File: src/rtl/traffic_phase_sequencer.sv
// Two-road intersection phase sequencer: main road rests green, side road served on latched demand.
// Optional pedestrian walk service over the main road is built in when PED_WALK_EN is defined.
module traffic_phase_sequencer #(
  parameter int CNT_W      = 8,
  parameter int T_MAIN_MIN = 20,
  parameter int T_SIDE_G   = 10,
  parameter int T_YELLOW   = 4,
  parameter int T_ALL_RED  = 2,
  parameter int T_FLASH    = 8
) (
  input  logic             clk,
  input  logic             res,
  input  logic             en,
  input  logic             side_req,
`ifdef PED_WALK_EN
  input  logic             ped_req,
  output logic             walk,
`endif
  output logic [2:0]       main_light,
  output logic [2:0]       side_light,
  output logic [2:0]       phase,
  output logic [CNT_W-1:0] tmr
);

  localparam logic [2:0] PH_MAIN_G = 3'd0;
  localparam logic [2:0] PH_MAIN_Y = 3'd1;
  localparam logic [2:0] PH_ALL_R1 = 3'd2;
  localparam logic [2:0] PH_SIDE_G = 3'd3;
  localparam logic [2:0] PH_SIDE_Y = 3'd4;
  localparam logic [2:0] PH_ALL_R2 = 3'd5;
  localparam logic [2:0] PH_FLASH  = 3'd6;

  localparam logic [2:0] LAMP_R    = 3'b100;
  localparam logic [2:0] LAMP_Y    = 3'b010;
  localparam logic [2:0] LAMP_G    = 3'b001;
  localparam logic [2:0] LAMP_DARK = 3'b000;

  localparam logic [CNT_W-1:0] LD_MAIN    = CNT_W'(T_MAIN_MIN - 1);
  localparam logic [CNT_W-1:0] LD_SIDE    = CNT_W'(T_SIDE_G - 1);
  localparam logic [CNT_W-1:0] LD_YELLOW  = CNT_W'(T_YELLOW - 1);
  localparam logic [CNT_W-1:0] LD_ALL_RED = CNT_W'(T_ALL_RED - 1);
  localparam logic [CNT_W-1:0] LD_FLASH   = CNT_W'(T_FLASH - 1);

  logic [2:0]       phase_reg, phase_next;
  logic [CNT_W-1:0] tmr_reg, tmr_next, tmr_dec;
  logic             tmr_zero;
  logic             blink_reg, blink_next;
  logic             req_pend_reg, req_pend_next;
  logic             demand, enter_side;
  logic [2:0]       main_light_reg, main_light_next;
  logic [2:0]       side_light_reg, side_light_next;

`ifdef PED_WALK_EN
  logic ped_pend_reg, ped_pend_next;
  logic walk_reg, walk_next;
`endif

  // State register: phase, timer, blink, demand latches and the registered lamps.
  always_ff @(posedge clk) begin
    if (res) begin
      phase_reg      <= PH_ALL_R2;
      tmr_reg        <= LD_ALL_RED;
      blink_reg      <= 1'b0;
      req_pend_reg   <= 1'b0;
      main_light_reg <= LAMP_R;
      side_light_reg <= LAMP_R;
`ifdef PED_WALK_EN
      ped_pend_reg   <= 1'b0;
      walk_reg       <= 1'b0;
`endif
    end else begin
      phase_reg      <= phase_next;
      tmr_reg        <= tmr_next;
      blink_reg      <= blink_next;
      req_pend_reg   <= req_pend_next;
      main_light_reg <= main_light_next;
      side_light_reg <= side_light_next;
`ifdef PED_WALK_EN
      ped_pend_reg   <= ped_pend_next;
      walk_reg       <= walk_next;
`endif
    end
  end

  // Next-state logic: each timed phase runs until its timer reads zero, then reloads for the next.
  always_comb begin
    phase_next = phase_reg;
    tmr_next   = tmr_reg;
    blink_next = 1'b0;
    tmr_zero   = (tmr_reg == '0);
    tmr_dec    = tmr_reg - CNT_W'(1);
`ifdef PED_WALK_EN
    demand     = req_pend_reg | ped_pend_reg;
`else
    demand     = req_pend_reg;
`endif
    if (!en) begin
      phase_next = PH_FLASH;
      if (phase_reg != PH_FLASH) begin
        blink_next = 1'b1;
        tmr_next   = LD_FLASH;
      end else if (tmr_zero) begin
        blink_next = ~blink_reg;
        tmr_next   = LD_FLASH;
      end else begin
        blink_next = blink_reg;
        tmr_next   = tmr_dec;
      end
    end else begin
      case (phase_reg)
        PH_MAIN_G: begin
          // Main green rests at zero until a demand is pending.
          if (!tmr_zero) begin
            tmr_next = tmr_dec;
          end else if (demand) begin
            phase_next = PH_MAIN_Y;
            tmr_next   = LD_YELLOW;
          end
        end
        PH_MAIN_Y: begin
          if (tmr_zero) begin
            phase_next = PH_ALL_R1;
            tmr_next   = LD_ALL_RED;
          end else begin
            tmr_next = tmr_dec;
          end
        end
        PH_ALL_R1: begin
          if (tmr_zero) begin
            phase_next = PH_SIDE_G;
            tmr_next   = LD_SIDE;
          end else begin
            tmr_next = tmr_dec;
          end
        end
        PH_SIDE_G: begin
          if (tmr_zero) begin
            phase_next = PH_SIDE_Y;
            tmr_next   = LD_YELLOW;
          end else begin
            tmr_next = tmr_dec;
          end
        end
        PH_SIDE_Y: begin
          if (tmr_zero) begin
            phase_next = PH_ALL_R2;
            tmr_next   = LD_ALL_RED;
          end else begin
            tmr_next = tmr_dec;
          end
        end
        PH_ALL_R2: begin
          if (tmr_zero) begin
            phase_next = PH_MAIN_G;
            tmr_next   = LD_MAIN;
          end else begin
            tmr_next = tmr_dec;
          end
        end
        default: begin
          // Leaving flash and the unused code both restart through full all-red clearance.
          phase_next = PH_ALL_R2;
          tmr_next   = LD_ALL_RED;
        end
      endcase
    end
    enter_side    = (phase_next == PH_SIDE_G) && (phase_reg != PH_SIDE_G);
    // A new request on the serving edge stays latched for the next cycle round.
    req_pend_next = side_req | (req_pend_reg & ~enter_side);
`ifdef PED_WALK_EN
    ped_pend_next = ped_req | (ped_pend_reg & ~enter_side);
`endif
  end

  // Output logic: lamps decoded from the upcoming phase so they change on the same edge.
  always_comb begin
    main_light_next = LAMP_R;
    side_light_next = LAMP_R;
    case (phase_next)
      PH_MAIN_G: main_light_next = LAMP_G;
      PH_MAIN_Y: main_light_next = LAMP_Y;
      PH_SIDE_G: side_light_next = LAMP_G;
      PH_SIDE_Y: side_light_next = LAMP_Y;
      PH_FLASH: begin
        main_light_next = blink_next ? LAMP_Y : LAMP_DARK;
        side_light_next = blink_next ? LAMP_R : LAMP_DARK;
      end
      default: begin
        main_light_next = LAMP_R;
        side_light_next = LAMP_R;
      end
    endcase
`ifdef PED_WALK_EN
    walk_next = (phase_next == PH_SIDE_G) && (enter_side ? ped_pend_reg : walk_reg);
`endif
  end

  assign phase      = phase_reg;
  assign tmr        = tmr_reg;
  assign main_light = main_light_reg;
  assign side_light = side_light_reg;
`ifdef PED_WALK_EN
  assign walk       = walk_reg;
`endif

endmodule

File: config.mk
export PLATFORM = sky130hd
export DESIGN_NAME = traffic_phase_sequencer
export DESIGN_NICKNAME = d
export VERILOG_FILES = /design/src/rtl/traffic_phase_sequencer.sv
export SDC_FILE = /design/constraint.sdc
export NUM_CORES = 1
export LEC_CHECK = 0
export BUFFER_PORTS_ARGS = -buffer_cell sky130_fd_sc_hd__buf_2
export CAP_MARGIN = 20
export CORE_MARGIN = 10
export CORE_UTILIZATION = 61
export CTS_BUF_LIST = sky130_fd_sc_hd__clkbuf_4
export DETAILED_ROUTE_END_ITERATION = 6
export GPL_TIMING_DRIVEN = 0
export MAX_ROUTING_LAYER = met4
export PLACE_DENSITY = 0.87
export SKIP_CTS_REPAIR_TIMING = 1
export SLEW_MARGIN = 25
export SYNTH_ARGS = -nofsm -noshare
export SYNTH_HDL_FRONTEND = slang
export SYNTH_SLANG_ARGS = --single-unit
File: constraint.sdc
create_clock -name clk -period 3.4 [get_ports clk]
set_input_delay 0.17 -clock clk [delete_from_list [all_inputs] [get_ports clk]]
set_output_delay 0.17 -clock clk [all_outputs]
set_load 0.02 [all_outputs]
Yosys cells after proc, flatten, opt, wreduce, memory -nomap -nowiden
Cells that the tools add are included.
- add/sub/neg operators: 1
- equality and inequality tests: 12
- mux-type cells: 26
- bitwise logic cells: 4
- reductions and logical operators: 5
- operators with widths (operator ; count):
    $mux W8 ; 9
    $pmux W8 S5 ; 1
    $mux W3 ; 9
    $pmux W3 S3 ; 2
    $pmux W3 S6 ; 1
    $eq A3 B3 Y1 const B ; 4
    $eq A3 B2 Y1 const B ; 3
    $logic_not A8 Y1 ; 1
    $sub A8 B1 Y8 const B ; 1
    $eq A3 B1 Y1 const B ; 2
    $logic_not A3 Y1 ; 2
    $ne A4 B4 Y1 const B ; 1
    $mux W1 ; 3
    $ne A3 B2 Y1 const B ; 1
    $ne A3 B3 Y1 const B ; 1
    $mux W2 ; 1
    $not A1 Y1 ; 2
    $reduce_or A2 Y1 ; 1
    $and A1 B1 Y1 ; 1
    $logic_and A1 B1 Y1 ; 1
    $or A1 B1 Y1 ; 1
- bits in registers: 19
- bits of input ports: 4
- output and inout bits: 17
- logic and storage cells: 54

Depth between registers and ports, before layout
- depth after elaboration: 9
- gate-level depth with buffers: 7
- depth with buffers taken out: 6

Least setup slack after synthesis
No wires, ideal clock.
- path kind: register -> register
- start: register tmr_reg[0] (netlist: tmr[0])
- end: register main_light_reg[1] (netlist: main_light[1])
- library setup time: 68 ps
- data arrival time: 1964 ps
- required time: 3332 ps
- path slack: 1368 ps
- stages on the path, launching flop included: 8
- path buffers: 1
- clock period less this slack: 2032 ps
- cells stage by stage: dfxtp_1 > inv_1 > ha_1 > or3b_2 > clkbuf_1 > or3_1 > a41o_1 > o2bb2ai_2
- longest elaborated chain between the ends: 6
- elaborated cells between the ends (all ways): 17
- those cells by class: 2 x eq/ne; 13 x mux; 2 x reduce/logical
- RTL lines (what ; RTL line ; source):
    from (decl) ; 45 ; logic [CNT_W-1:0] tmr_reg, tmr_next, tmr_dec;
    from (signal assigned) ; 73 ; tmr_reg <= tmr_next;
    $logic_not A8 Y1 * ; 90 ; tmr_zero = (tmr_reg == '0);
    $mux W3, or another cell as far along ; 153 ; if (tmr_zero) begin
    $pmux W3 S6 or $mux W1 (tied branches) ; 110, 99 ;
    $mux W3 or $mux W1 (tied branches) ; 97 ; if (!en) begin
    $eq A3 B3 Y1, or another cell as far along ; 179 ; case (phase_next)
    $pmux W3 S3 * ; 179 ;
    to (signal assigned) ; 76 ; main_light_reg <= main_light_next;
    to (decl) ; 50 ; logic [2:0] main_light_reg, main_light_next;
Every way passes the cells marked *; elsewhere a longest branch is shown, timed or not.
A chain may end at the register's enable or synchronous reset.

Worst setup path in the final report
- start: register tmr_reg[0] (netlist: tmr[0])
- end: register tmr_reg[6] (netlist: tmr[6])
- longest elaborated chain between the ends: 4
- elaborated cells between the ends (all ways): 12
- those cells by class: 1 x add/sub; 1 x eq/ne; 9 x mux; 1 x reduce/logical
- RTL lines (what ; RTL line):
    $sub A8 B1 Y8 or $logic_not A8 Y1 (tied branches) ; 91, 90
    $mux W8, or another cell as far along ; 153
    $pmux W8 S5 or $mux W8 (tied branches) ; 110, 99
    $mux W8 ; 97
Several ways; a longest one is shown, not always the timed one.

==> flow_metrics.env <==
export IMPL_grt_ovfl_total=0
export IMPL_relSlewSlack=0.651
export IMPL_cts_root_buf="clkbuf_4"
export IMPL_setup_violations=0
export IMPL_htreeDepth=1
export IMPL_hpwl_mm=2.06
export IMPL_firstDrtPassIters=4
export IMPL_end_kind="flop"
export IMPL_synth_top_family_by_area="simple AND/OR/NAND/NOR gates"
export IMPL_nNetsFinal=157
export IMPL_swShare=0.314
export IMPL_syn_cell_area_mm2=0.00110
export IMPL_finalClockSkew_ns=0.00762
export IMPL_intPower_mw=0.333
export IMPL_largest_register_ffs=8
export IMPL_num_rows=15
export IMPL_grt_pass1_vias=1042
export IMPL_cts_tree="done"
export IMPL_globalRouteTotalUtil=0.143
export IMPL_synth_seq_area_share=0.345
export IMPL_start_kind="flop"
export IMPL_crit_fanout=10
export IMPL_synth_compound_area_frac=0.257
export IMPL_p_leak_nw=0.510
export IMPL_ys_flop_type="dfxtp_1"
export IMPL_p_switching_mw=0.153
export IMPL_core_mm2=0.00173
export IMPL_rsz0062_at_grt="false"
export IMPL_hold_viol_final=0
export IMPL_io_pins=21
export IMPL_clkPwrFrac=0.254
export IMPL_wl_per_cell_um=15.9
export IMPL_finalSetupTns_ns=0
export IMPL_via_per_inst=6.19
export IMPL_synthSimpleGateAreaFrac=0.259
export IMPL_antenna_found_initial=0
export IMPL_wl_met3_um=239
export IMPL_final_common_cell="buf_2"
export IMPL_start_util=0.638
export IMPL_seqCellArea_um2=380
export IMPL_layout_common_cells="buf_2 (21), dfxtp_1 (19), a21oi_1 (11)"
export IMPL_gp_congestion=0.910
export IMPL_clockBufferDepth=2
export IMPL_fill_cells=143
export IMPL_wl_met2_mm=1.30
export IMPL_synth_edff_count=0
export IMPL_syn_area_per_cell_um2=8.75
export IMPL_synth_mux_area_frac=0
export IMPL_cts_reportedPaths_clkPinSlew_ns=0.11
export IMPL_vdd_drop_max_mv=0.226
export IMPL_cts_buffers=3
export IMPL_fmax_ghz=0.444
export IMPL_wirelength_mm=2.79
export IMPL_die_height_um=62.5
export IMPL_drt_antenna_violating_nets=0
export IMPL_syn_num_nets=132
export IMPL_clkLatencyLatePin_ns=0.30
export IMPL_status="complete, no violations"
export IMPL_grt_pass1_wl_mm=4.71
export IMPL_fin_crit_ns=2.25
export IMPL_die_width_um=62.5
export IMPL_port_buffers=20
export IMPL_crit_arrival_ns=2.46
export IMPL_synth_cell_types=44
export IMPL_synthAdderAreaFrac=0.0227
export IMPL_ys_warn_count=0
export IMPL_antenna_cells=0
export IMPL_synthCells=126
export IMPL_min_period_over_period=0.662
export IMPL_drcViolationCount=0
export IMPL_dieArea_mm2=0.00391
export IMPL_multi_input_area_um2=663
export IMPL_initialDrtViolationCount=60
export IMPL_drv_slew=0
export IMPL_synth_xor_area_share=0.0636
export IMPL_routed_top_layer="met4"
export IMPL_detail_route_wirelength_met1_mm=1.23
export IMPL_pwr_share_comb=0.241
export IMPL_synth_seq_cells=19
export IMPL_async_reset_ff_frac=0
export IMPL_required_ns=3.60
export IMPL_seqPwrFrac=0.505
export IMPL_hold_slack_ns=0.0824
export IMPL_clock_sinks=19
export IMPL_critical_path_class="reg2reg"
export IMPL_cap_viol_max_count=0
export IMPL_worst_pin_slew_ns=0.521
export IMPL_pwr_density_cell_mw_per_mm2=384
export IMPL_vias=1084
export IMPL_synthToLayoutAreaGrowth_pct=14.6
export IMPL_hold_class="in2reg"
export IMPL_grt_start_max_net_pins=11
export IMPL_final_layout_size_suffix_gt1_frac=0.227
==> worst paths after layout <==
| path | start | end | slack (ns) | depth (start not counted) |
|---|---|---|---|---|
| max reg2reg | tmr[0] | tmr[6] | 1.15 | 7 |
| min reg2reg | tmr[7] | tmr[7] | 0.54 | 2 |
| max | tmr[0] | tmr[6] | 1.15 | 7 |
| min | side_req | demand | 0.08 | 3 |
==> cell type report <==
| class | instances | share of cell area |
|---|---|---|
| inverter | 4 | 0.0119 |
| timing repair buffer | 20 | 0.0792 |
| sequential | 19 | 0.301 |
| tap | 25 | 0.0248 |
| buffer | 7 | 0.0347 |
| multi-input combinational | 96 | 0.525 |
| clock buffer | 4 | 0.0238 |
==> per-stage QoR <==
| stage | util | total power, mW | setup slack [ns] | instances | cell area (um2) |
|---|---|---|---|---|---|
| 6_report | 0.732 | 0.485 | 1.15 | 175 | 1260 |
| 5_1_grt | 0.732 | 0.508 | 1.08 | 175 | 1260 |
| 4_1_cts | 0.732 | 0.485 | 1.16 | 175 | 1260 |
| 3_5_place_dp | 0.714 | 0.366 | 1.20 | 171 | 1230 |
| 3_3_place_gp | 0.714 | 0.362 | 1.27 | 171 | 1230 |
| 2_1_floorplan | - | 0.334 | 1.37 | 126 | 1100 |
==> power groups by stage <==
stage               clock, mW  sequential, mW  combinational (mW)
floorplan                   0           0.260              0.0742
global route            0.133           0.247               0.128
finish                  0.123           0.245               0.117
global placement            0           0.249               0.112
CTS                     0.124           0.245               0.116
detailed placement          0           0.250               0.116
==> cells in the mapped netlist (all sizes together) (3+ instances only) <==
cell type / n / area [um2]
dfxtp: 19 / 380
a21oi: 11 / 55.1
nor2: 9 / 33.8
o21ai: 8 / 40.0
nand2: 5 / 18.8
xnor2: 5 / 43.8
a21o: 4 / 30.0
inv: 4 / 15.0
nand2b: 4 / 25.0
nor3: 4 / 20.0
buf: 3 / 23.8
clkbuf: 3 / 11.3
nand3: 3 / 15.0
nor2b: 3 / 18.8
o211ai: 3 / 22.5
or3: 3 / 18.8
xor2: 3 / 26.3
==> layer usage <==
metal,track usage,vias to the layer above
li1,-,518
met1,0.170,508
met2,0.231,53
met3,0.0394,5
met4,0.0419,0
met5,-,-
==> worst max-delay path: stages, from the launching register on <==
cell and delay (ns):
dfxtp_1 0.34, inv_1 0.11, ha_1 0.19, or3b_2 0.51, clkbuf_1 0.23, o311ai_0 0.53, xor2_1 0.19, nor2_1 0.05
==> logic make-up (layout without fill, tap and decap cells) <==
kind of cell	Yosys count	after routing
AO/OA/AOI/OAI	42	42
XOR/XNOR	8	8
adder cells (fa/ha/maj)	2	2
buffers and inverters	11	35
flip-flops	19	19
AND/OR/NAND/NOR	44	44
No activity file was read; power rests on OpenSTA's default activity.
